## src/rtl/tile_writer.sv

```systemverilog
// ============================================================================
// Module      : tile_writer
// Description : Write-side engine for the tile map and tile store memories.
// Revision    : 1.0 - initial release
// ============================================================================
`default_nettype none

module tile_writer #(
    parameter int MAP_W = 80,
    parameter int MAP_H = 60
) (
    input  logic        clk,
    input  logic        rst_n,
    input  logic        cmd_valid,
    output logic        cmd_ready,
    input  logic [1:0]  cmd_op,
    input  logic [6:0]  cmd_x,
    input  logic [5:0]  cmd_y,
    input  logic [5:0]  cmd_tile,
    input  logic [23:0] cmd_color,
    input  logic        pix_valid,
    output logic        pix_ready,
    input  logic [23:0] pix_data,
    input  logic        wr_en,
    output logic [6:0]  tm_write_x,
    output logic [5:0]  tm_write_y,
    output logic [5:0]  tm_v,
    output logic        tm_w,
    output logic [2:0]  t_write_x,
    output logic [2:0]  t_write_y,
    output logic [5:0]  t_write_adr,
    output logic [23:0] t_v,
    output logic        t_w,
    output logic        busy,
    output logic        done,
    output logic        err
);

    localparam logic [1:0] c_st_idle = 2'd0;
    localparam logic [1:0] c_st_fill = 2'd1;
    localparam logic [1:0] c_st_load = 2'd2;

    localparam logic [1:0] c_op_map_write  = 2'd0;
    localparam logic [1:0] c_op_map_fill   = 2'd1;
    localparam logic [1:0] c_op_tile_load  = 2'd2;

    localparam logic [7:0] c_map_w  = 8'(MAP_W);
    localparam logic [6:0] c_map_h  = 7'(MAP_H);
    localparam logic [6:0] c_last_x = 7'(MAP_W - 1);
    localparam logic [5:0] c_last_y = 6'(MAP_H - 1);

    logic [1:0]  r_state, w_state_nxt;
    logic [6:0]  r_fill_x, w_fill_x_nxt;
    logic [5:0]  r_fill_y, w_fill_y_nxt;
    logic [5:0]  r_fill_val, w_fill_val_nxt;
    logic        r_fill_fin, w_fill_fin_nxt;
    logic [5:0]  r_pix_cnt, w_pix_cnt_nxt;
    logic [5:0]  r_load_adr, w_load_adr_nxt;

    logic [6:0]  w_tm_x_nxt;
    logic [5:0]  w_tm_y_nxt;
    logic [5:0]  w_tm_v_nxt;
    logic        w_tm_w_nxt;
    logic [2:0]  w_t_x_nxt;
    logic [2:0]  w_t_y_nxt;
    logic [5:0]  w_t_adr_nxt;
    logic [23:0] w_t_v_nxt;
    logic        w_t_w_nxt;
    logic        w_done_nxt;
    logic        w_err_nxt;
    logic        w_fill_go;

    logic        w_cmd_fire;
    logic        w_pix_fire;
    logic        w_cmd_in_range;
    logic [6:0]  w_fx;
    logic [5:0]  w_fy;

    assign cmd_ready      = rst_n && (r_state == c_st_idle) && wr_en;
    assign pix_ready      = rst_n && (r_state == c_st_load) && wr_en;
    assign busy           = (r_state != c_st_idle);
    assign w_cmd_fire     = cmd_valid && cmd_ready;
    assign w_pix_fire     = pix_valid && pix_ready;
    assign w_cmd_in_range = ({1'b0, cmd_x} < c_map_w) && ({1'b0, cmd_y} < c_map_h);

    // The accept cycle issues the first fill write, so the raster starts at (0,0) there.
    assign w_fx = (r_state == c_st_fill) ? r_fill_x : 7'd0;
    assign w_fy = (r_state == c_st_fill) ? r_fill_y : 6'd0;

    always_comb begin
        w_state_nxt    = r_state;
        w_fill_x_nxt   = r_fill_x;
        w_fill_y_nxt   = r_fill_y;
        w_fill_val_nxt = r_fill_val;
        w_fill_fin_nxt = r_fill_fin;
        w_pix_cnt_nxt  = r_pix_cnt;
        w_load_adr_nxt = r_load_adr;
        w_tm_x_nxt     = tm_write_x;
        w_tm_y_nxt     = tm_write_y;
        w_tm_v_nxt     = tm_v;
        w_tm_w_nxt     = 1'b0;
        w_t_x_nxt      = t_write_x;
        w_t_y_nxt      = t_write_y;
        w_t_adr_nxt    = t_write_adr;
        w_t_v_nxt      = t_v;
        w_t_w_nxt      = 1'b0;
        w_done_nxt     = 1'b0;
        w_err_nxt      = 1'b0;
        w_fill_go      = 1'b0;

        case (r_state)
            c_st_idle: begin
                if (w_cmd_fire) begin
                    case (cmd_op)
                        c_op_map_write: begin
                            w_done_nxt = 1'b1;
                            if (w_cmd_in_range) begin
                                w_tm_w_nxt = 1'b1;
                                w_tm_x_nxt = cmd_x;
                                w_tm_y_nxt = cmd_y;
                                w_tm_v_nxt = cmd_tile;
                            end else begin
                                w_err_nxt = 1'b1;
                            end
                        end
                        c_op_map_fill: begin
                            w_fill_val_nxt = cmd_tile;
                            w_fill_fin_nxt = 1'b0;
                            w_fill_go      = 1'b1;
                            w_state_nxt    = c_st_fill;
                        end
                        c_op_tile_load: begin
                            w_pix_cnt_nxt  = 6'd0;
                            w_load_adr_nxt = cmd_tile;
                            w_state_nxt    = c_st_load;
                        end
                        default: begin
                            w_t_w_nxt   = 1'b1;
                            w_t_x_nxt   = cmd_x[2:0];
                            w_t_y_nxt   = cmd_y[2:0];
                            w_t_adr_nxt = cmd_tile;
                            w_t_v_nxt   = cmd_color;
                            w_done_nxt  = 1'b1;
                        end
                    endcase
                end
            end
            c_st_fill: begin
                // Hold FILL for the cycle that presents done, then release.
                if (r_fill_fin) begin
                    w_state_nxt = c_st_idle;
                end else if (wr_en) begin
                    w_fill_go = 1'b1;
                end
            end
            c_st_load: begin
                if (w_pix_fire) begin
                    w_t_w_nxt     = 1'b1;
                    w_t_x_nxt     = r_pix_cnt[2:0];
                    w_t_y_nxt     = r_pix_cnt[5:3];
                    w_t_adr_nxt   = r_load_adr;
                    w_t_v_nxt     = pix_data;
                    w_pix_cnt_nxt = r_pix_cnt + 6'd1;
                    if (r_pix_cnt == 6'd63) begin
                        w_done_nxt  = 1'b1;
                        w_state_nxt = c_st_idle;
                    end
                end
            end
            default: w_state_nxt = c_st_idle;
        endcase

        if (w_fill_go) begin
            w_tm_w_nxt = 1'b1;
            w_tm_x_nxt = w_fx;
            w_tm_y_nxt = w_fy;
            w_tm_v_nxt = (r_state == c_st_idle) ? cmd_tile : r_fill_val;
            if (w_fx == c_last_x) begin
                w_fill_x_nxt = 7'd0;
                if (w_fy == c_last_y) begin
                    w_fill_y_nxt   = 6'd0;
                    w_fill_fin_nxt = 1'b1;
                    w_done_nxt     = 1'b1;
                end else begin
                    w_fill_y_nxt = w_fy + 6'd1;
                end
            end else begin
                w_fill_x_nxt = w_fx + 7'd1;
                w_fill_y_nxt = w_fy;
            end
        end
    end

    always_ff @(posedge clk) begin
        if (!rst_n) begin
            r_state     <= c_st_idle;
            r_fill_x    <= 7'd0;
            r_fill_y    <= 6'd0;
            r_fill_val  <= 6'd0;
            r_fill_fin  <= 1'b0;
            r_pix_cnt   <= 6'd0;
            r_load_adr  <= 6'd0;
            tm_write_x  <= 7'd0;
            tm_write_y  <= 6'd0;
            tm_v        <= 6'd0;
            tm_w        <= 1'b0;
            t_write_x   <= 3'd0;
            t_write_y   <= 3'd0;
            t_write_adr <= 6'd0;
            t_v         <= 24'd0;
            t_w         <= 1'b0;
            done        <= 1'b0;
            err         <= 1'b0;
        end else begin
            r_state     <= w_state_nxt;
            r_fill_x    <= w_fill_x_nxt;
            r_fill_y    <= w_fill_y_nxt;
            r_fill_val  <= w_fill_val_nxt;
            r_fill_fin  <= w_fill_fin_nxt;
            r_pix_cnt   <= w_pix_cnt_nxt;
            r_load_adr  <= w_load_adr_nxt;
            tm_write_x  <= w_tm_x_nxt;
            tm_write_y  <= w_tm_y_nxt;
            tm_v        <= w_tm_v_nxt;
            tm_w        <= w_tm_w_nxt;
            t_write_x   <= w_t_x_nxt;
            t_write_y   <= w_t_y_nxt;
            t_write_adr <= w_t_adr_nxt;
            t_v         <= w_t_v_nxt;
            t_w         <= w_t_w_nxt;
            done        <= w_done_nxt;
            err         <= w_err_nxt;
        end
    end

endmodule

`default_nettype wire

```

## config.mk

```make
export PLATFORM = sky130hd
export DESIGN_NAME = tile_writer
export DESIGN_NICKNAME = d
export VERILOG_FILES = /design/src/rtl/tile_writer.sv
export SDC_FILE = /design/constraint.sdc
export NUM_CORES = 1
export LEC_CHECK = 0
export BUFFER_PORTS_ARGS = -buffer_cell sky130_fd_sc_hd__buf_2
export CORE_MARGIN = 2
export CORE_UTILIZATION = 51
export CTS_CLUSTER_DIAMETER = 60
export DETAILED_ROUTE_END_ITERATION = 7
export PLACE_DENSITY = 0.79
export RECOVER_POWER = 100
export SLEW_MARGIN = 15
export SYNTH_ARGS = -nofsm -noshare
export SYNTH_HDL_FRONTEND = slang
export SYNTH_SLANG_ARGS = --single-unit
```

## constraint.sdc

```tcl
create_clock -name clk -period 3.2 [get_ports clk]
set_input_delay 0.16 -clock clk [delete_from_list [all_inputs] [get_ports clk]]
set_output_delay 0.16 -clock clk [all_outputs]
set_load 0.005 [all_outputs]
```

; Word-level counts from Yosys, hierarchy flattened
; Index checks and enable logic that the tools add are counted.
[word_totals]
inputBits = 74
register_bits = 93
word_cells = 137
out_inout_bits = 62
[op_classes]
add_sub_neg = 3
eq_ne = 14
n_reduce_logical = 24
n_lt_le_gt_ge = 2
n_mux = 76
[op_table]
columns = op, count
row1 = 6-bit two-way mux, 20
row2 = 24-bit two-way mux, 3
row3 = 7-bit two-way mux, 7
row4 = 24-bit case mux with 2 select lines, 1
row5 = 1-bit two-way mux, 26
row6 = 6-bit case mux with 2 select lines, 2
row7 = 3-bit two-way mux, 6
row8 = 4-bit AND reduction, 4
row9 = "6-bit by 1-bit adder with 6-bit output, second input constant", 2
row10 = "6-bit == test, second input constant", 2
row11 = 3-bit case mux with 2 select lines, 2
row12 = 2-bit nonzero test, 6
row13 = 2-bit two-way mux, 4
row14 = "2-bit inequality test, second input constant", 4
row15 = "7-bit by 1-bit adder with 7-bit output, second input constant", 1
row16 = "7-bit == test, second input constant", 1
row17 = 1-bit logical AND, 7
row18 = "7-bit less-than comparator, second input constant", 1
row19 = "6-bit less-than comparator, second input constant", 1
row20 = 1-bit case mux with 2 select lines, 3
row21 = 2-bit case mux with 3 select lines, 1
row22 = 3-bit AND reduction, 2
row23 = 5-bit AND reduction, 1
row24 = "2-bit by 1-bit == test with 1-bit output, second input constant", 2
row25 = 7 further kinds, 10

; Logic depth before layout (Yosys ltp)
; Gate-level depths: netlist (run 1).
[depth]
ltp_word = 9
ltp_mapped = 9
ltp_nobuf = 7

; Least setup slack after synthesis (run 1)
; OpenSTA, ideal clock, no wires.
[synth_timing]
path_type = register -> register
startpoint = reg r_state[0]
endpoint = reg r_fill_y[0]
required_time_ns = 3.084
stages_incl_launch_ff = 10
path_buffers = 2
synth_period_minus_slack_ns = 2.392
arrival_ns = 2.277
slack_ns = 0.808
setup_time_ns = 0.116
cell_sequence = dfxtp_1 > nor2b_1 > clkbuf_1 > and2_1 > ha_1 > nand3_1 > or4_4 > buf_6 > xnor2_1 > and3_1
[synth_between]
elab_chain_len = 6
elab_cells_between_ends = 14
cone_classes = 1 x add/sub / 3 x eq/ne / 6 x mux / 4 x reduce/logical
[synth_rtl]
columns = element, line_no
row1 = "start, declared", 52  ; logic [1:0] r_state, w_state_nxt;
row2 = "start signal, assigned", 196  ; r_state <= c_st_idle;
row3 = "start signal, assigned", 215  ; r_state <= w_state_nxt;
row4 = branches (longest 6 deep; another with 6-bit by 1-bit adder with 6-bit output), n/a
row5 = "end signal, assigned", 217  ; r_fill_y <= w_fill_y_nxt;
row6 = "end, declared", 54  ; logic [5:0] r_fill_y, w_fill_y_nxt;
; Parallel ways; which one is timed is not known.
; A chain may end at the register's enable or synchronous reset.

; Final worst setup path (run 1)
[layout_timing]
startpoint = reg r_state[0]
endpoint = reg r_fill_y[3]
; Same word-level chain as after synthesis.

==> impl_metrics.json, run 1 <==
{
  "first_pass_iters": 4,
  "area_growth_pct": 18.76,
  "required_ns": 3.44,
  "core_region_area_sq_mm": 0.008299,
  "stdcell_count": 691,
  "post_cts_buffers": 0,
  "max_slew_margin_pct": 15.06,
  "die-area_sq_mm": 0.009446,
  "clk_pin_slew_ns": 0.09,
  "synth.ff_latch_count": 93,
  "yosysTopAreaCell": "dfxtp_1",
  "synth_nets": 541,
  "hold_depth": 3,
  "leakage_nw": 2.808,
  "clock-root-buffer": "clkbuf_8",
  "rsz0062_at_grt": "false",
  "finalWeightedCongestion": 0.8375,
  "setup_viol": 0,
  "start_util_pct": 53.37,
  "r2r-end": "r_fill_y[3]$_SDFFE_PN0P_",
  "r2r_start": "r_state[0]$_SDFFE_PN0P_",
  "yosysMostFrequentCell": "dfxtp_1",
  "hold_class": "primary input to flop",
  "post_cts_resized": 0,
  "routedWlPerCell_um": 15.40,
  "die_h_um": 97.19,
  "finalCriticalPeriod_ns": 2.707,
  "power_per_cell_area_mw_per_mm2": 411.8,
  "ys_top_cells_by_count": "dfxtp_1, nand2_1, mux2i_1, o211a_1, o21ai_0",
  "viasPerCell": 5.567,
  "grt_usage_pct": 22.03,
  "peakVddDrop_mv": 0.2527,
  "ys_top_cells_by_area": "dfxtp_1, mux2i_1, o211a_1",
  "cts_htree_levels": 3,
  "synth.yosys.seq_area_share_pct": 42.03,
  "holdBufCountCts": 0,
  "critical_path_class": "flop to flop",
  "die_x_um": 97.19,
  "cts_buffers": 9,
  "maxCapViolations": 0,
  "cts_tree": "done",
  "rrSetupSlack_ns": 0.49,
  "final_net_count": 662,
  "final_core_util_pct": 63.38,
  "totalPowerFinal_mw": 2.166,
  "ios": 136,
  "status": "finished clean",
  "layout-drive-gt1-share_pct": 23.21,
  "clk_latency_ns": 0.36,
  "fin_crit_sh_pct": 84.60,
  "syn_area_per_cell_sq_um": 9.629,
  "yosysWarnings": 0,
  "critPathArrivalTime_ns": 2.95,
  "hpwl_mm": 7.843,
  "whs_endpoint": "r_fill_val[4]$_SDFFE_PN0P_",
  "grt_pass1_wl_mm": 17.42,
  "worst_slew_pin_slew_ns": 1.274,
  "drc": 0,
  "end_kind": "flop",
  "hold_start": "cmd_tile[4]",
  "num_rows": 33,
  "synth_edf_count": 0,
  "grt_pass1_vias": 3768,
  "wl_mm": 10.64,
  "clock-sinks": 93,
  "syn_area_sq_mm": 0.004429,
  "synth_top_area_share_pct": 42.03,
  "dpl.cell_count": 675,
  "critPathMaxFanout": 9,
  "overflow": 0,
  "fin_skew_ns": 0.01537,
  "synthArstFlopShare_pct": 0,
  "max_freq_mhz": 369.4,
  "cts_buffer_depth": 2,
  "antenna_found_initial": 0,
  "slew_violations": 0,
  "drtAntennaViolNets": 0,
  "ff2ff_path_depth": 8,
  "hold_viol": 0,
  "setup_tns_ns": 0,
  "fill_cells": 734,
  "grt_start_max_net_pins": 75,
  "drt_iter0_markers": 252,
  "ys.flop_type": "dfxtp_1",
  "startpoint_type": "flop",
  "synth_cells": 460,
  "io_buffers": 135,
  "num_antenna_cells": 0,
  "ys_types": 57,
  "vias": 3847
}
per-stage QoR:
step | area, sq um | hold slack (ns) | setup WS, ns
4_1_cts | 5330 | 0.07463 | 0.5630
5_1_grt | 5260 | 0.1005 | 0.1782
3_5_place_dp | 5126 | 0.4454 | 0.5829
3_3_place_gp | 5126 | 0.4505 | 0.7388
6_report | 5260 | 0.09175 | 0.4927
2_1_floorplan | 4429 | 0.3049 | 0.8079
worst max-delay path, stage by stage (launching register included):
cell       delay, ns
dfxtp_1         0.45
nor2b_1         0.47
clkbuf_1        0.23
and2_0          0.16
ha_1            0.20
nand2b_1        0.10
nor4_1          0.58
a2111oi_0       0.22
a21o_1          0.19
registers in the layout (all words and copies together), names as in the netlist, 2 cells and up:
name / cells
r_load_adr: 6
r_fill_y: 6
tm_v: 6
r_fill_val: 6
tm_write_x: 7
r_fill_x: 7
tm_write_y: 6
t_v: 24
r_state: 2
t_write_y: 3
t_write_x: 3
r_pix_cnt: 6
t_write_adr: 6
worst max-delay path by stage:
| stage | startpoint | endpoint | slack (ns) | cells past startpoint |
|---|---|---|---|---|
| 6_report | r_state[0]$_SDFFE_PN0P_ | r_fill_y[3]$_SDFFE_PN0P_ | 0.49 | 8 |
| 3_3_place_gp | r_state[0]$_SDFFE_PN0P_ | r_fill_y[0]$_SDFFE_PN0P_ | 0.74 | 7 |
| 3_5_place_dp | r_state[0]$_SDFFE_PN0P_ | r_fill_y[3]$_SDFFE_PN0P_ | 0.58 | 8 |
| 2_1_floorplan | r_state[0]$_SDFFE_PN0P_ | r_fill_y[0]$_SDFFE_PN0P_ | 0.81 | 9 |
| 4_1_cts | r_state[0]$_SDFFE_PN0P_ | r_fill_y[3]$_SDFFE_PN0P_ | 0.56 | 8 |
| 5_1_grt | r_state[1]$_SDFFE_PN0P_ | t_v[17]$_SDFFE_PN0P_ | 0.18 | 5 |
power by group:
| part | switching (mW) | internal [mW] | total [mW] |
|---|---|---|---|
| Sequential | 0.0117 | 1.18 | 1.19 |
| Clock | 0.423 | 0.371 | 0.793 |
| Combinational | 0.0973 | 0.0873 | 0.185 |
| Total | 0.532 | 1.63 | 2.17 |
final cells by class:
type	count	area (sq um)	share of cell area, %
Clock buffer	9	123.9	2.355
Clock inverter	7	80.08	1.522
Inverter	10	38.79	0.7374
Multi-Input combinational cell	324	2333	44.36
Sequential cell	93	1862	35.39
Tap cell	105	131.4	2.498
Timing Repair Buffer	143	690.7	13.13
kinds of logic after synthesis:
family | Yosys count | synth area share, %
DFF | 93 | 42.03
xor gates and xnor gates | 3 | 0.5933
AOI/OAI and AO/OA | 110 | 20.54
muxes | 62 | 14.01
adders and majority gates | 7 | 1.977
buffers and inverters | 43 | 4.831
and+or+nand+nor | 142 | 16.02
layout by cell type, fill, tap and decap left out, drive strengths merged, types with 3 or more instances in the layout:
| cell type | instances |
|---|---|
| inv | 12 |
| and3 | 3 |
| nor2b | 9 |
| and2 | 8 |
| o21ai | 26 |
| a32o | 4 |
| o211ai | 4 |
| dfxtp | 93 |
| o31ai | 3 |
| nor3 | 7 |
| clkinvlp | 3 |
| nand2 | 76 |
| mux2i | 62 |
| a21boi | 11 |
| a21oi | 3 |
| buf | 110 |
| nand2b | 4 |
| nand3 | 9 |
| o2bb2ai | 6 |
| nand4 | 4 |
| clkbuf | 42 |
| ha | 7 |
| o211a | 39 |
| nor2 | 5 |
metal layers:
layer	up-vias	GRT usage (%)	wire length (um)
met3	14	7.914	767
met2	117	36.32	4983
met5	-	0	0
met4	0	6.934	174
met1	1812	26.89	4717
li1	1904	-	-
No activity file was read; power rests on OpenSTA's default activity.
==> run 2: changes to the inputs <==
--- a/config.mk
+++ b/config.mk
@@ -7,10 +7,10 @@
 export LEC_CHECK = 0
 export BUFFER_PORTS_ARGS = -buffer_cell sky130_fd_sc_hd__buf_2
 export CORE_MARGIN = 2
-export CORE_UTILIZATION = 51
+export CORE_UTILIZATION = 46
 export CTS_CLUSTER_DIAMETER = 60
 export DETAILED_ROUTE_END_ITERATION = 7
-export PLACE_DENSITY = 0.79
+export PLACE_DENSITY = 0.76
 export RECOVER_POWER = 100
 export SLEW_MARGIN = 15
 export SYNTH_ARGS = -nofsm -noshare
==> constraint.sdc (replaced) <==
create_clock -name clk -period 2.3 [get_ports clk]
set_input_delay 0.115 -clock clk [delete_from_list [all_inputs] [get_ports clk]]
set_output_delay 0.115 -clock clk [all_outputs]
set_load 0.005 [all_outputs]
==> impl_metrics.json, run 2 (synthesis results as in run 1) <==
{
  "vias": 3901,
  "cts_buffer_depth": 2,
  "regMostFlops": "t_v",
  "power_per_cell_area_mw_per_mm2": 564.2,
  "cts_buffers": 9,
  "critPathArrivalTime_ns": 2.40,
  "clock-sinks": 93,
  "die_h_um": 102.1,
  "layout-drive-gt1-share_pct": 23.73,
  "worst_slew_pin_slew_ns": 0.5928,
  "rsz0062_at_grt": "false",
  "num_rows": 35,
  "max_slew_margin_pct": 60.48,
  "p_int_mw": 2.272,
  "peakVddDrop_mv": 0.3093,
  "use_met1_pct": 26.53,
  "wl_mm": 10.71,
  "hold_class": "primary input to flop",
  "seqPwrFrac_pct": 54.7,
  "first_pass_iters": 4,
  "drt_iter0_markers": 109,
  "cts_tree": "done",
  "leakage_nw": 2.831,
  "cts_htree_levels": 3,
  "finalCriticalPeriod_ns": 2.138,
  "reg_top3": "t_v: 24 flops, r_fill_x: 7 flops, tm_write_x: 7 flops",
  "setup_viol": 0,
  "fin_crit_sh_pct": 92.97,
  "overflow": 0,
  "top_usage_layer": "met2",
  "io_buffers": 135,
  "power.switching_uw": 748.7,
  "setup_tns_ns": 0,
  "core_region_area_sq_mm": 0.009284,
  "hpwl_mm": 8.014,
  "area_growth_pct": 20.88,
  "holdBufCountCts": 0,
  "slew_violations": 0,
  "p_comb_share_pct": 8.7,
  "grt_start_max_net_pins": 66,
  "hold_viol": 0,
  "antenna_found_initial": 1,
  "ios": 136,
  "mostFrequentLayoutCells": "buf_2, dfxtp_1, nand2_1",
  "max_freq_mhz": 467.7,
  "final_core_util_pct": 57.67,
  "status": "finished clean",
  "final_net_count": 667,
  "drc": 0,
  "sw_frac_of_total_pct": 24.79,
  "critical_path_class": "flop to flop",
  "post_cts_resized": 0,
  "grt_pass1_vias": 3519,
  "p_clk_share_pct": 36.6,
  "use_met2_pct": 32.64,
  "required_ns": 2.56,
  "grt_usage_pct": 19.97,
  "end_kind": "flop",
  "startpoint_type": "flop",
  "whs_ns": 0.03664,
  "drtAntennaViolNets": 0,
  "clk_latency_ns": 0.36,
  "fin_skew_ns": 0.01424,
  "start_util_pct": 47.71,
  "rrSetupSlack_ns": 0.16,
  "clk_pin_slew_ns": 0.09,
  "maxCapViolations": 0,
  "post_cts_buffers": 0,
  "grt_use_met3_pct": 3.625,
  "layout_commonest_cell": "buf_2",
  "clock-root-buffer": "clkbuf_8",
  "grt_pass1_wl_mm": 16.49,
  "largest_reg_flops": 24,
  "routedWlPerCell_um": 14.87,
  "die-area_sq_mm": 0.01043,
  "critPathMaxFanout": 8,
  "viasPerCell": 5.418,
  "die_x_um": 102.1,
  "finalWeightedCongestion": 0.8402
}
==> run 2: layer usage <==
layer	routed length, um	vias up
met2	4994	107
met3	525	13
met4	153	0
met5	0	-
li1	-	1920
met1	5033	1861
==> run 2: path summary, 6_finish.rpt <==
path | from | end | cells after the start
max | r_state[1]$_SDFFE_PN0P_ | r_fill_y[0]$_SDFFE_PN0P_ | 7
min | cmd_tile[2] | r_fill_val[2]$_SDFFE_PN0P_ | 3
max reg2reg | r_state[1]$_SDFFE_PN0P_ | r_fill_y[0]$_SDFFE_PN0P_ | 7
min reg2reg | r_fill_val[2]$_SDFFE_PN0P_ | r_fill_val[2]$_SDFFE_PN0P_ | 2
==> run 2: through the flow <==
| step | worst slack (ns) | power [mW] | cells | instance area (sq um) |
|---|---|---|---|---|
| floorplan | 0.04742 | 1.828 | 460 | 4436 |
| global placement | 0.3238 | 1.954 | 704 | 5224 |
| detailed placement | 0.2145 | 1.961 | 704 | 5224 |
| CTS | 0.1934 | 3.058 | 719 | 5419 |
| global route | 0.001793 | 3.147 | 719 | 5351 |
| finish | 0.1618 | 3.021 | 720 | 5354 |
==> run 2: worst max-delay path: stages (launching register included) <==
cell and delay [ns]:
dfxtp_1 0.38, nor2b_1 0.21, and2_0 0.17, ha_1 0.20
nand3_2 0.09, or4_1 0.64, xnor2_1 0.18, and3_1 0.18
==> run 2: area by class of cell <==
cell class | count | area, sq um
clock buffer | 9 | 123.9
inverter | 10 | 38.79
multi-input combinational | 324 | 2346
timing repair buffer | 148 | 748.2
antenna | 1 | 2.502
fill | 891 | 3930
sequential | 93 | 1862
tap | 129 | 161.4
clock inverter | 6 | 71.32
==> run 2: power groups by stage <==
| stage | Sequential (mW) | Combinational, mW | Clock, mW |
|---|---|---|---|
| 2_1_floorplan | 1.69 | 0.137 | 0 |
| 3_3_place_gp | 1.69 | 0.266 | 0 |
| 3_5_place_dp | 1.69 | 0.272 | 0 |
| 4_1_cts | 1.65 | 0.273 | 1.13 |
| 5_1_grt | 1.66 | 0.291 | 1.20 |
| 6_report | 1.65 | 0.262 | 1.11 |
==> run 3: changes to the inputs <==
--- a/config.mk
+++ b/config.mk
@@ -10,6 +10,7 @@
 export CORE_UTILIZATION = 46
 export CTS_CLUSTER_DIAMETER = 60
 export DETAILED_ROUTE_END_ITERATION = 7
+export GPL_TIMING_DRIVEN = 0
 export PLACE_DENSITY = 0.76
 export RECOVER_POWER = 100
 export SLEW_MARGIN = 15
==> impl_metrics.json, run 3 (synthesis results as in run 1) <==
{
  "leakage_nw": 2.835,
  "num_rows": 35,
  "layout_commonest_cell": "buf_2",
  "setup_tns_ns": 0,
  "fill_cells": 883,
  "clk_pin_slew_ns": 0.10,
  "die-area_sq_mm": 0.01043,
  "r2r_start": "r_state[0]$_SDFFE_PN0P_",
  "wl_mm": 11.82,
  "finalCriticalPeriod_ns": 2.226,
  "hold_start": "cmd_tile[4]",
  "critical_path_class": "flop to flop",
  "hold_viol": 0,
  "die_h_um": 102.1,
  "slew_violations": 0,
  "largest_reg_flops": 24,
  "whs_ns": 0.01815,
  "cts_buffer_depth": 2,
  "grt_usage_pct": 22.02,
  "mostFrequentLayoutCells": "buf_2, dfxtp_1, nand2_1",
  "fin_skew_ns": 0.01223,
  "core_region_area_sq_mm": 0.009284,
  "overflow": 0,
  "hold_class": "primary input to flop",
  "startpoint_type": "flop",
  "hpwl_mm": 8.936,
  "routedWlPerCell_um": 15.97,
  "max_freq_mhz": 449.3,
  "setup_viol": 0,
  "critPathMaxFanout": 10,
  "clk_latency_ns": 0.37,
  "start_util_pct": 47.71,
  "regMostFlops": "t_v",
  "vias": 4105,
  "worst_slew_pin_slew_ns": 0.5928,
  "drtAntennaViolNets": 0,
  "drc": 0,
  "critPathArrivalTime_ns": 2.49,
  "area_growth_pct": 22.97,
  "r2r-end": "r_fill_y[0]$_SDFFE_PN0P_",
  "io_buffers": 134,
  "final_net_count": 687,
  "required_ns": 2.56,
  "finalWeightedCongestion": 0.9114,
  "layout-drive-gt1-share_pct": 23.90,
  "status": "finished clean",
  "ios": 136,
  "antenna_found_initial": 0,
  "clock-root-buffer": "clkbuf_8",
  "dpl.cell_count": 723,
  "stdcell_count": 740,
  "end_kind": "flop",
  "cts_htree_levels": 3,
  "cts_buffers": 9,
  "num_antenna_cells": 0,
  "grt_pass1_wl_mm": 18.08,
  "drt_iter0_markers": 191,
  "rrSetupSlack_ns": 0.07,
  "clock-sinks": 93,
  "grt_pass1_vias": 3790,
  "max_slew_margin_pct": 60.48,
  "final_core_util_pct": 58.67,
  "first_pass_iters": 5,
  "whs_endpoint": "r_fill_val[4]$_SDFFE_PN0P_",
  "reg_top3": "t_v: 24 flops, r_fill_x: 7 flops, tm_write_x: 7 flops",
  "die_x_um": 102.1,
  "grt_start_max_net_pins": 20,
  "hold_depth": 3,
  "cts_tree": "done",
  "power_per_cell_area_mw_per_mm2": 553.5,
  "ff2ff_path_depth": 9,
  "viasPerCell": 5.547,
  "maxCapViolations": 0,
  "peakVddDrop_mv": 0.4151,
  "fin_crit_sh_pct": 96.78
}
run 3: worst max path at each step:
stage                                  startpoint                        to  slack, ns  cells after the start
final                     r_state[0]$_SDFFE_PN0P_  r_fill_y[0]$_SDFFE_PN0P_       0.07                      9
after global routing      r_state[0]$_SDFFE_PN0P_  r_fill_y[0]$_SDFFE_PN0P_     -0.004                      9
after CTS                 r_state[0]$_SDFFE_PN0P_  r_fill_y[0]$_SDFFE_PN0P_       0.01                      9
after detailed placement  r_state[0]$_SDFFE_PN0P_  r_fill_y[0]$_SDFFE_PN0P_      -0.27                      9
after global placement    r_state[0]$_SDFFE_PN0P_  r_fill_y[3]$_SDFFE_PN0P_      -0.26                      8
after floorplan           r_state[0]$_SDFFE_PN0P_  r_fill_y[0]$_SDFFE_PN0P_       0.05                      9
run 3: cell type report:
cell class | instances | area, sq um | share of cell area, %
tap | 129 | 161.4 | 2.963
clock inverter | 7 | 75.07 | 1.378
timing repair buffer | 135 | 629.4 | 11.56
clock buffer | 9 | 123.9 | 2.274
multi-input combinational | 324 | 2376 | 43.63
inverter | 10 | 38.79 | 0.7122
buffer | 33 | 175.2 | 3.216
sequential | 93 | 1867 | 34.28
run 3: power breakdown:
part	internal, mW	leakage, nW	switching (mW)
clock network	0.431	0.0985	0.656
registers	1.64	0.752	0.0164
logic	0.127	1.98	0.148
run 3: routing by layer:
| metal | GRT usage [%] | up-vias | part of all wire (%) |
|---|---|---|---|
| met4 | 8.923 | 0 | 2.1 |
| met2 | 34.62 | 165 | 46 |
| met1 | 30.03 | 1950 | 45 |
| met3 | 3.967 | 25 | 6.4 |
| met5 | 0 | - | 0 |
| li1 | - | 1965 | - |
run 3: critical path, stage by stage, from the launching register on:
cell     delay [ns]
dfxtp_4        0.38
nor2b_4        0.19
buf_6          0.15
and2_1         0.17
ha_4           0.16
nand3_4        0.13
or4_4          0.51
buf_6          0.15
xnor2_1        0.12
and3_1         0.17
run 3: per-stage QoR:
step	instance area [sq um]	total power, mW	setup WS, ns
4_1_cts	5497	3.038	0.009508
5_1_grt	5446	3.130	-0.004098
3_5_place_dp	5268	1.969	-0.2651
3_3_place_gp	5268	1.960	-0.2597
6_report	5446	3.015	0.07414
2_1_floorplan	4436	1.828	0.04742
run 3: repair_timing:
item	CTS	global route
endpoints found under the hold margin	0	0
pin swaps	0	0
hold buffers	0	0
resized for setup	8	5
setup endpoints to repair	12	4
buffers inserted	0	1
cloned	0	0
